<file path="config.mk">
export PLATFORM = sky130hd
export DESIGN_NAME = ms5803_seq
export DESIGN_NICKNAME = d
export VERILOG_FILES = /design/src/rtl/ms5803_seq.sv
export SDC_FILE = /design/constraint.sdc
export NUM_CORES = 1
export LEC_CHECK = 0
export CORE_ASPECT_RATIO = 1.2
export CORE_MARGIN = 1.5
export CORE_UTILIZATION = 40
export CTS_CLUSTER_SIZE = 40
export DETAILED_ROUTE_END_ITERATION = 10
export GPL_TIMING_DRIVEN = 0
export PLACE_DENSITY = 0.67
export SETUP_SLACK_MARGIN = 0.02
export SYNTH_ARGS = -nofsm -noshare
export SYNTH_HDL_FRONTEND = slang
export SYNTH_SLANG_ARGS = --single-unit
</file>
<file path="constraint.sdc">
create_clock -name i_clk -period 2.8 [get_ports i_clk]
set_clock_uncertainty 0.15 [all_clocks]
set_input_delay 0.42 -clock i_clk [delete_from_list [all_inputs] [get_ports i_clk]]
set_output_delay 0.42 -clock i_clk [all_outputs]
set_load 0.02 [all_outputs]
</file>
<file path="src/rtl/ms5803_seq.sv">
// MS5803 pressure-sensor sequencer: reset + PROM calibration readout, then D1/D2
// conversion cycles through a byte-command I2C controller (addr/wr_en/rd_en/rdata/rdy).
module ms5803_seq #(
    parameter logic [2:0] OSR_CODE  = 3'd4,
    parameter int         RST_WAIT  = 300000,
    parameter int         CONV_WAIT = 1000000,
    parameter int         TIMEOUT   = 200000
) (
    input  logic        i_clk,
    input  logic        i_rst,
    input  logic        i_start,
    input  logic        i_auto_en,
    output logic [7:0]  o_i2c_addr,
    output logic        o_i2c_wr_en,
    output logic        o_i2c_rd_en,
    input  logic [23:0] i_i2c_rdata,
    input  logic        i_i2c_rdata_vld,
    input  logic        i_i2c_rdy,
    output logic [15:0] o_c1,
    output logic [15:0] o_c2,
    output logic [15:0] o_c3,
    output logic [15:0] o_c4,
    output logic [15:0] o_c5,
    output logic [15:0] o_c6,
    output logic        o_cal_vld,
    output logic [23:0] o_d1,
    output logic [23:0] o_d2,
    output logic        o_sample_vld,
    output logic        o_busy,
    output logic        o_err
);
    localparam logic [7:0]  L_CMD_RST  = 8'h1E;
    localparam logic [7:0]  L_CMD_D1   = 8'h40 + {4'd0, OSR_CODE, 1'b0};
    localparam logic [7:0]  L_CMD_D2   = 8'h50 + {4'd0, OSR_CODE, 1'b0};
    localparam logic [7:0]  L_CMD_ADC  = 8'h00;
    localparam logic [31:0] L_RST_WAIT = 32'(RST_WAIT);
    localparam logic [31:0] L_CNV_WAIT = 32'(CONV_WAIT);
    localparam logic [31:0] L_TO_LAST  = 32'(TIMEOUT - 1);

    typedef enum logic [4:0] {
        S_RST_CMD, S_RST_WAIT, S_RST_DLY, S_PROM_CMD, S_PROM_WAIT, S_IDLE,
        S_D1_CMD, S_D1_WAIT, S_D1_CONV, S_D1_RD, S_D1_RDW,
        S_D2_CMD, S_D2_WAIT, S_D2_CONV, S_D2_RD, S_D2_RDW, S_DONE, S_ERR
    } state_t;

    state_t      r_state, w_state_nxt;
    logic [7:0]  r_addr, w_addr_nxt;
    logic        r_wr_en, r_rd_en, w_wr_nxt, w_rd_nxt;
    logic [2:0]  r_idx;
    logic [31:0] r_dly, r_to_cnt, w_dly_val;
    logic        r_seen_lo;
    logic [15:0] r_c [1:6];
    logic [23:0] r_d1, r_d2;
    logic        r_cal_vld, r_sample_vld, r_busy, r_err;
    logic        w_wr_wait, w_rd_wait, w_done, w_dly_ld, w_cal_ld, w_d1_ld, w_d2_ld;

    // The controller may still show rdy for a few cycles after our pulse, so a
    // write only completes once rdy has been seen low and then high again.
    always_comb begin
        w_wr_wait = (r_state == S_RST_WAIT) || (r_state == S_D1_WAIT) || (r_state == S_D2_WAIT);
        w_rd_wait = (r_state == S_PROM_WAIT) || (r_state == S_D1_RDW) || (r_state == S_D2_RDW);
        w_done    = (w_wr_wait && i_i2c_rdy && r_seen_lo) || (w_rd_wait && i_i2c_rdata_vld);
    end

    always_comb begin
        w_state_nxt = r_state;
        w_addr_nxt  = r_addr;
        w_wr_nxt    = 1'b0;
        w_rd_nxt    = 1'b0;
        w_dly_ld    = 1'b0;
        w_dly_val   = L_RST_WAIT;
        w_cal_ld    = 1'b0;
        w_d1_ld     = 1'b0;
        w_d2_ld     = 1'b0;
        case (r_state)
            S_RST_CMD: if (i_i2c_rdy) begin
                w_wr_nxt = 1'b1; w_addr_nxt = L_CMD_RST; w_state_nxt = S_RST_WAIT;
            end
            S_RST_WAIT: if (w_done) begin
                w_dly_ld = 1'b1; w_dly_val = L_RST_WAIT; w_state_nxt = S_RST_DLY;
            end
            S_RST_DLY: if (r_dly == 32'd0) w_state_nxt = S_PROM_CMD;
            S_PROM_CMD: if (i_i2c_rdy) begin
                w_rd_nxt = 1'b1; w_addr_nxt = 8'hA0 + {4'd0, r_idx, 1'b0}; w_state_nxt = S_PROM_WAIT;
            end
            S_PROM_WAIT: if (w_done) begin
                w_cal_ld    = 1'b1;
                w_state_nxt = (r_idx == 3'd6) ? S_IDLE : S_PROM_CMD;
            end
            // Issuing straight from IDLE gives the one-cycle start-to-pulse latency.
            S_IDLE: if (i_start || i_auto_en) begin
                if (i_i2c_rdy) begin
                    w_wr_nxt = 1'b1; w_addr_nxt = L_CMD_D1; w_state_nxt = S_D1_WAIT;
                end else begin
                    w_state_nxt = S_D1_CMD;
                end
            end
            S_D1_CMD: if (i_i2c_rdy) begin
                w_wr_nxt = 1'b1; w_addr_nxt = L_CMD_D1; w_state_nxt = S_D1_WAIT;
            end
            S_D1_WAIT: if (w_done) begin
                w_dly_ld = 1'b1; w_dly_val = L_CNV_WAIT; w_state_nxt = S_D1_CONV;
            end
            S_D1_CONV: if (r_dly == 32'd0) w_state_nxt = S_D1_RD;
            S_D1_RD: if (i_i2c_rdy) begin
                w_rd_nxt = 1'b1; w_addr_nxt = L_CMD_ADC; w_state_nxt = S_D1_RDW;
            end
            S_D1_RDW: if (w_done) begin
                w_d1_ld = 1'b1; w_state_nxt = S_D2_CMD;
            end
            S_D2_CMD: if (i_i2c_rdy) begin
                w_wr_nxt = 1'b1; w_addr_nxt = L_CMD_D2; w_state_nxt = S_D2_WAIT;
            end
            S_D2_WAIT: if (w_done) begin
                w_dly_ld = 1'b1; w_dly_val = L_CNV_WAIT; w_state_nxt = S_D2_CONV;
            end
            S_D2_CONV: if (r_dly == 32'd0) w_state_nxt = S_D2_RD;
            S_D2_RD: if (i_i2c_rdy) begin
                w_rd_nxt = 1'b1; w_addr_nxt = L_CMD_ADC; w_state_nxt = S_D2_RDW;
            end
            S_D2_RDW: if (w_done) begin
                w_d2_ld = 1'b1; w_state_nxt = S_DONE;
            end
            S_DONE:  w_state_nxt = S_IDLE;
            S_ERR:   w_state_nxt = S_ERR;
            default: w_state_nxt = S_RST_CMD;
        endcase
        if ((w_wr_wait || w_rd_wait) && !w_done && (r_to_cnt >= L_TO_LAST))
            w_state_nxt = S_ERR;
    end

    always_ff @(posedge i_clk) begin
        if (i_rst) r_state <= S_RST_CMD;
        else       r_state <= w_state_nxt;
    end

    always_ff @(posedge i_clk) begin
        if (i_rst) begin
            r_addr <= 8'd0; r_wr_en <= 1'b0; r_rd_en <= 1'b0;
            r_idx <= 3'd1; r_dly <= 32'd0; r_to_cnt <= 32'd0; r_seen_lo <= 1'b0;
            for (int i = 1; i <= 6; i++) r_c[i] <= 16'd0;
            r_d1 <= 24'd0; r_d2 <= 24'd0;
            r_cal_vld <= 1'b0; r_sample_vld <= 1'b0; r_busy <= 1'b1; r_err <= 1'b0;
        end else begin
            r_addr  <= w_addr_nxt;
            r_wr_en <= w_wr_nxt;
            r_rd_en <= w_rd_nxt;
            if (w_wr_nxt || w_rd_nxt) begin
                r_to_cnt  <= 32'd0;
                r_seen_lo <= 1'b0;
            end else if (w_wr_wait || w_rd_wait) begin
                r_to_cnt <= r_to_cnt + 32'd1;
                if (!i_i2c_rdy) r_seen_lo <= 1'b1;
            end
            if (w_dly_ld)             r_dly <= w_dly_val;
            else if (r_dly != 32'd0)  r_dly <= r_dly - 32'd1;
            if (w_cal_ld) begin
                case (r_idx)
                    3'd1:    r_c[1] <= i_i2c_rdata[23:8];
                    3'd2:    r_c[2] <= i_i2c_rdata[23:8];
                    3'd3:    r_c[3] <= i_i2c_rdata[23:8];
                    3'd4:    r_c[4] <= i_i2c_rdata[23:8];
                    3'd5:    r_c[5] <= i_i2c_rdata[23:8];
                    default: r_c[6] <= i_i2c_rdata[23:8];
                endcase
                r_idx <= r_idx + 3'd1;
                if (r_idx == 3'd6) r_cal_vld <= 1'b1;
            end
            if (w_d1_ld) r_d1 <= i_i2c_rdata;
            if (w_d2_ld) r_d2 <= i_i2c_rdata;
            r_sample_vld <= (w_state_nxt == S_DONE);
            r_busy       <= !((w_state_nxt == S_IDLE) || (w_state_nxt == S_ERR));
            if (w_state_nxt == S_ERR) r_err <= 1'b1;
        end
    end

    assign o_i2c_addr   = r_addr;
    assign o_i2c_wr_en  = r_wr_en;
    assign o_i2c_rd_en  = r_rd_en;
    assign o_c1         = r_c[1];
    assign o_c2         = r_c[2];
    assign o_c3         = r_c[3];
    assign o_c4         = r_c[4];
    assign o_c5         = r_c[5];
    assign o_c6         = r_c[6];
    assign o_cal_vld    = r_cal_vld;
    assign o_d1         = r_d1;
    assign o_d2         = r_d2;
    assign o_sample_vld = r_sample_vld;
    assign o_busy       = r_busy;
    assign o_err        = r_err;
endmodule
</file>
==> impl_metrics.prom <==
# TYPE chip_impl_metric gauge
chip_impl_metric{name="timing.max_cap.violations",unit=""} 0
chip_impl_metric{name="cp_required",unit="ns"} 3.06
chip_impl_metric{name="cts_buffers",unit=""} 24
chip_impl_metric{name="cts.reportedPaths.clkPinSlew",unit="ns"} 0.06
chip_impl_metric{name="compound_cell_area_share_of_the_yosys_netlist",unit=""} 0.08551
chip_impl_metric{name="synth_fa_ha_area_frac",unit=""} 0.01027
chip_impl_metric{name="critical-path-max-stage-delay",unit="ns"} 0.54
chip_impl_metric{name="timing.final.hold_violations",unit=""} 0
chip_impl_metric{name="placement_rows",unit=""} 62
chip_impl_metric{name="final_cell_area",unit="sq um"} 13180
chip_impl_metric{name="port_buffers",unit=""} 184
chip_impl_metric{name="synth.area.mux_share",unit=""} 0.002054
chip_impl_metric{name="hold_buffer_count_at_cts",unit=""} 0
chip_impl_metric{name="antenna_left",unit=""} 0
chip_impl_metric{name="drive_above_1_share",unit=""} 0.1048
chip_impl_metric{name="fin_crit_sh",unit=""} 1.019
chip_impl_info{name="layout_commonest_cell",value="sky130_fd_sc_hd__clkdlybuf4s50_1"} 1
chip_impl_metric{name="mappedNetlistNets",unit=""} 1017
chip_impl_info{name="critPathSlowestCell",value="sky130_fd_sc_hd__or4_4"} 1
chip_impl_info{name="final_cell_mix",value="sky130_fd_sc_hd__clkdlybuf4s50_1, sky130_fd_sc_hd__nand2_1, sky130_fd_sc_hd__dfxtp_1, sky130_fd_sc_hd__edfxtp_1, sky130_fd_sc_hd__nor2_1"} 1
chip_impl_metric{name="fp.dieArea",unit="sq um"} 25310
chip_impl_metric{name="worstSkewPairLatency",unit="ns"} 0.51
chip_impl_metric{name="synth_sequential_area_ratio",unit=""} 0.5690
chip_impl_metric{name="wire_length_reported_by_the_detailed_router",unit="mm"} 25.39
chip_impl_metric{name="syn-instance-count",unit=""} 979
chip_impl_metric{name="grt_antenna_before_repair",unit=""} 0
chip_impl_metric{name="met2RoutedLength",unit="mm"} 12.49
chip_impl_metric{name="num-nets-final",unit=""} 1241
chip_impl_metric{name="stdcell_count",unit=""} 1541
chip_impl_metric{name="synthesis.yosys.warnings",unit=""} 0
chip_impl_metric{name="core_region_area",unit="sq um"} 23970
chip_impl_metric{name="switching_share",unit=""} 0.2773
chip_impl_metric{name="simple_logic_cell_fraction_of_the_synthesized_area",unit=""} 0.2457
chip_impl_metric{name="drt_drc_violations_left",unit=""} 0
chip_impl_info{name="critical_path_class",value="reg2reg"} 1
chip_impl_metric{name="met3_wirelength",unit="mm"} 1.512
chip_impl_metric{name="gp_congestion",unit=""} 0.9281
chip_impl_metric{name="placed_cells",unit=""} 1484
chip_impl_metric{name="ys_seq_elements",unit=""} 229
chip_impl_metric{name="clk_path_buf_depth",unit=""} 3
chip_impl_metric{name="leakage",unit="nW"} 4.842
chip_impl_info{name="predominant_post_synthesis_flop_cell",value="sky130_fd_sc_hd__dfxtp_1"} 1
chip_impl_metric{name="critPathMaxFanout",unit=""} 4
chip_impl_info{name="clock-root-buffer",value="sky130_fd_sc_hd__clkbuf_16"} 1
chip_impl_metric{name="pwr-share-comb",unit=""} 0.214
chip_impl_metric{name="area_post_placement",unit="sq um"} 12010
chip_impl_metric{name="syn-mean-instance-area",unit="sq um"} 9.955
chip_impl_metric{name="route.vias.total",unit=""} 7820
chip_impl_metric{name="m1WireLength",unit="mm"} 10.58
chip_impl_metric{name="power_dissipated_by_switching_net_loads",unit="W"} 0.002529
chip_impl_metric{name="power.density",unit="nW/um^2"} 691.9
chip_impl_metric{name="timing.hold.worst_path_depth",unit=""} 2
chip_impl_metric{name="gr-usage-all-layers",unit=""} 0.1978
chip_impl_metric{name="final-setup-viol-count",unit=""} 4
chip_impl_metric{name="clkSinkCount",unit=""} 229
chip_impl_metric{name="fp.dieH",unit="um"} 174.0
chip_impl_metric{name="reg2reg_depth",unit=""} 7
chip_impl_info{name="critPathLaunchType",value="register"} 1
chip_impl_metric{name="via_count_of_the_first_global_routing_pass",unit=""} 7371
chip_impl_metric{name="pre_cts_ws",unit="ns"} -0.8347
chip_impl_metric{name="initial_core_util",unit=""} 0.4066
chip_impl_info{name="status",value="finished, violations left"} 1
chip_impl_info{name="topRoutingLayerUsed",value="met4"} 1
chip_impl_metric{name="tightestPinTransition",unit="ns"} 0.7561
chip_impl_info{name="grt_setup_unrepaired",value="yes"} 1
chip_impl_metric{name="htreeDepth",unit=""} 1
chip_impl_metric{name="nFillCells",unit=""} 2132
chip_impl_metric{name="floorplan.die.width",unit="um"} 145.5
chip_impl_metric{name="timing.final.max_slew_violations",unit=""} 0
chip_impl_metric{name="area_growth_from_synthesis_to_layout",unit="%"} 35.23
chip_impl_metric{name="fin_setup_tns",unit="ns"} -0.1735
chip_impl_metric{name="drt-vias-per-instance",unit=""} 5.075
chip_impl_metric{name="wire_per_inst",unit="um"} 16.48
chip_impl_metric{name="number_of_enable_type_register_cells_in_the_synthesized_netlist",unit=""} 96
chip_impl_metric{name="synth_area",unit="sq um"} 9746
chip_impl_metric{name="grt_max_degree",unit=""} 17
chip_impl_metric{name="vdd.ir_drop.worst",unit="V"} 0.0003929
chip_impl_metric{name="timing.critical_path.arrival",unit="ns"} 3.11
chip_impl_metric{name="clock_group_share_of_total_power",unit=""} 0.359
chip_impl_metric{name="timing.final.ws_setup",unit="ns"} -0.05199
chip_impl_metric{name="yosysUniqueCellTypes",unit=""} 69
chip_impl_metric{name="global_route.overflow_total",unit=""} 0
chip_impl_metric{name="drt-pass1-iter-count",unit=""} 6
chip_impl_info{name="failed_checks",value="negative setup slack"} 1
chip_impl_info{name="main_combinational_cell_family_by_area_after_synthesis",value="simple AND/OR/NAND/NOR gates"} 1
chip_impl_metric{name="dp.final_hpwl",unit="mm"} 18.29
chip_impl_metric{name="final_antenna_diode_count",unit=""} 0
chip_impl_info{name="min-delay-path-class",value="in2reg"} 1
chip_impl_info{name="clock_tree_from_tritoncts",value="done"} 1
chip_impl_metric{name="post-route-min-period",unit="ns"} 2.852
chip_impl_metric{name="max_fclk",unit="GHz"} 0.3506
chip_impl_metric{name="floorplan.io_pins",unit=""} 188
chip_impl_metric{name="slew_headroom",unit=""} 0.4959
chip_impl_info{name="type_of_destination_of_the_critical_path",value="register"} 1
chip_impl_metric{name="seq_power_share",unit=""} 0.427
chip_impl_metric{name="p_int",unit="W"} 0.006590
chip_impl_metric{name="xor_xnor_cell_area_share_of_the_yosys_netlist",unit=""} 0.05302
chip_impl_metric{name="detail_route.iter0.violations",unit=""} 514
chip_impl_info{name="cp_cell_sequence",value="or4_4 -> or3_4 -> nor4_4 -> a2bb2oi_2 -> o2111ai_1 -> a211o_2 -> a22o_2"} 1
chip_impl_metric{name="synthArstFlopShare",unit=""} 0
chip_impl_metric{name="grt_first_pass_wirelength",unit="mm"} 40.53
-- per-layer routing --
layer | global-route usage | vias to the layer above
li1 | - | 3834
met1 | 0.2427 | 3655
met2 | 0.3482 | 274
met3 | 0.03465 | 57
met4 | 0.06973 | 0
met5 | 0 | -
-- cell families after synthesis --
logic type / after synthesis
xor+xnor: 59
mux: 2
fa+ha+maj: 8
other cells: 1
simple gates: 471
buf+inv: 68
compound gates: 141
flops: 229
-- cell type report --
type | count | area [sq um] | area share
sequential | 229 | 5554 | 0.4214
tap | 320 | 400.4 | 0.03038
timing repair buffer | 199 | 1954 | 0.1483
inverter | 13 | 48.80 | 0.003703
clock inverter | 8 | 75.07 | 0.005696
multi-input combinational | 682 | 4106 | 0.3116
buffer | 54 | 280.3 | 0.02127
clock buffer | 36 | 759.5 | 0.05763
-- flip-flops by register name (all words and copies together) (netlist names) --
register / count
o_i2c_rd_en: 1
r_c: 96
r_idx: 3
o_err: 1
r_dly: 32
r_to_cnt: 32
o_d1: 24
o_busy: 1
o_cal_vld: 1
o_d2: 24
r_seen_lo: 1
o_i2c_addr: 6
r_state: 5
o_i2c_wr_en: 1
o_sample_vld: 1
-- critical path, delay by kind of cell, from the launching register on --
| kind | cells | cell delay (ns) |
|---|---|---|
| AO/OA/AOI/OAI | 4 | 0.93 |
| flip-flops | 1 | 0.33 |
| AND/OR/NAND/NOR | 3 | 1.33 |
-- stage by stage --
step	total power (W)	hold slack, ns	utilization
floorplan	0.005177	0.3078	-
detailed placement	0.005626	0.2966	0.5011
CTS	0.009035	0.08500	0.5444
global placement	0.005599	0.2846	0.5007
global route	0.009531	0.1047	0.5498
finish	0.009119	0.1197	0.5498
-- cells in the mapped netlist (24+ instances only) --
cell type	n	area, sq um
sky130_fd_sc_hd__dfxtp_1	133	2663
sky130_fd_sc_hd__nor3_1	26	130.1
sky130_fd_sc_hd__nor2_1	91	341.6
sky130_fd_sc_hd__nand3_1	24	120.1
sky130_fd_sc_hd__nand2_1	138	518.0
sky130_fd_sc_hd__and3_1	31	193.9
sky130_fd_sc_hd__xnor2_1	24	210.2
sky130_fd_sc_hd__and2_1	88	550.5
sky130_fd_sc_hd__xor2_1	35	306.5
sky130_fd_sc_hd__clkbuf_1	43	161.4
sky130_fd_sc_hd__a21oi_1	79	395.4
sky130_fd_sc_hd__edfxtp_1	96	2883
-- power by group through the flow --
stage	sequential, W	clock [W]	combinational (W)
floorplan	0.00398	0	0.00119
global placement	0.00394	0	0.00166
detailed placement	0.00394	0	0.00168
CTS	0.00388	0.00334	0.00182
global route	0.00392	0.00346	0.00214
finish	0.00389	0.00328	0.00195
-- path summary, 6_finish.rpt --
check	from	to	slack, ns
worst max register to register	r_dly[8]$_SDFFE_PP0P_	o_err$_SDFFE_PP0N_	-0.05
worst min-delay path	i_rst	r_state[4]$_SDFF_PP0_	0.12
worst min register to register	o_d1[5]$_SDFFE_PP0P_	o_d1[5]$_SDFFE_PP0P_	0.30
worst max-delay path	r_dly[8]$_SDFFE_PP0P_	o_err$_SDFFE_PP0N_	-0.05
-- timing repair --
item / 4_1_cts / 5_1_grt
endpoints found under the setup margin: 169 / 173
gates resized for setup: 27 / 32
setup buffers: 10 / 4
pin swaps: 9 / 4
(Power assumes the default switching activity.)
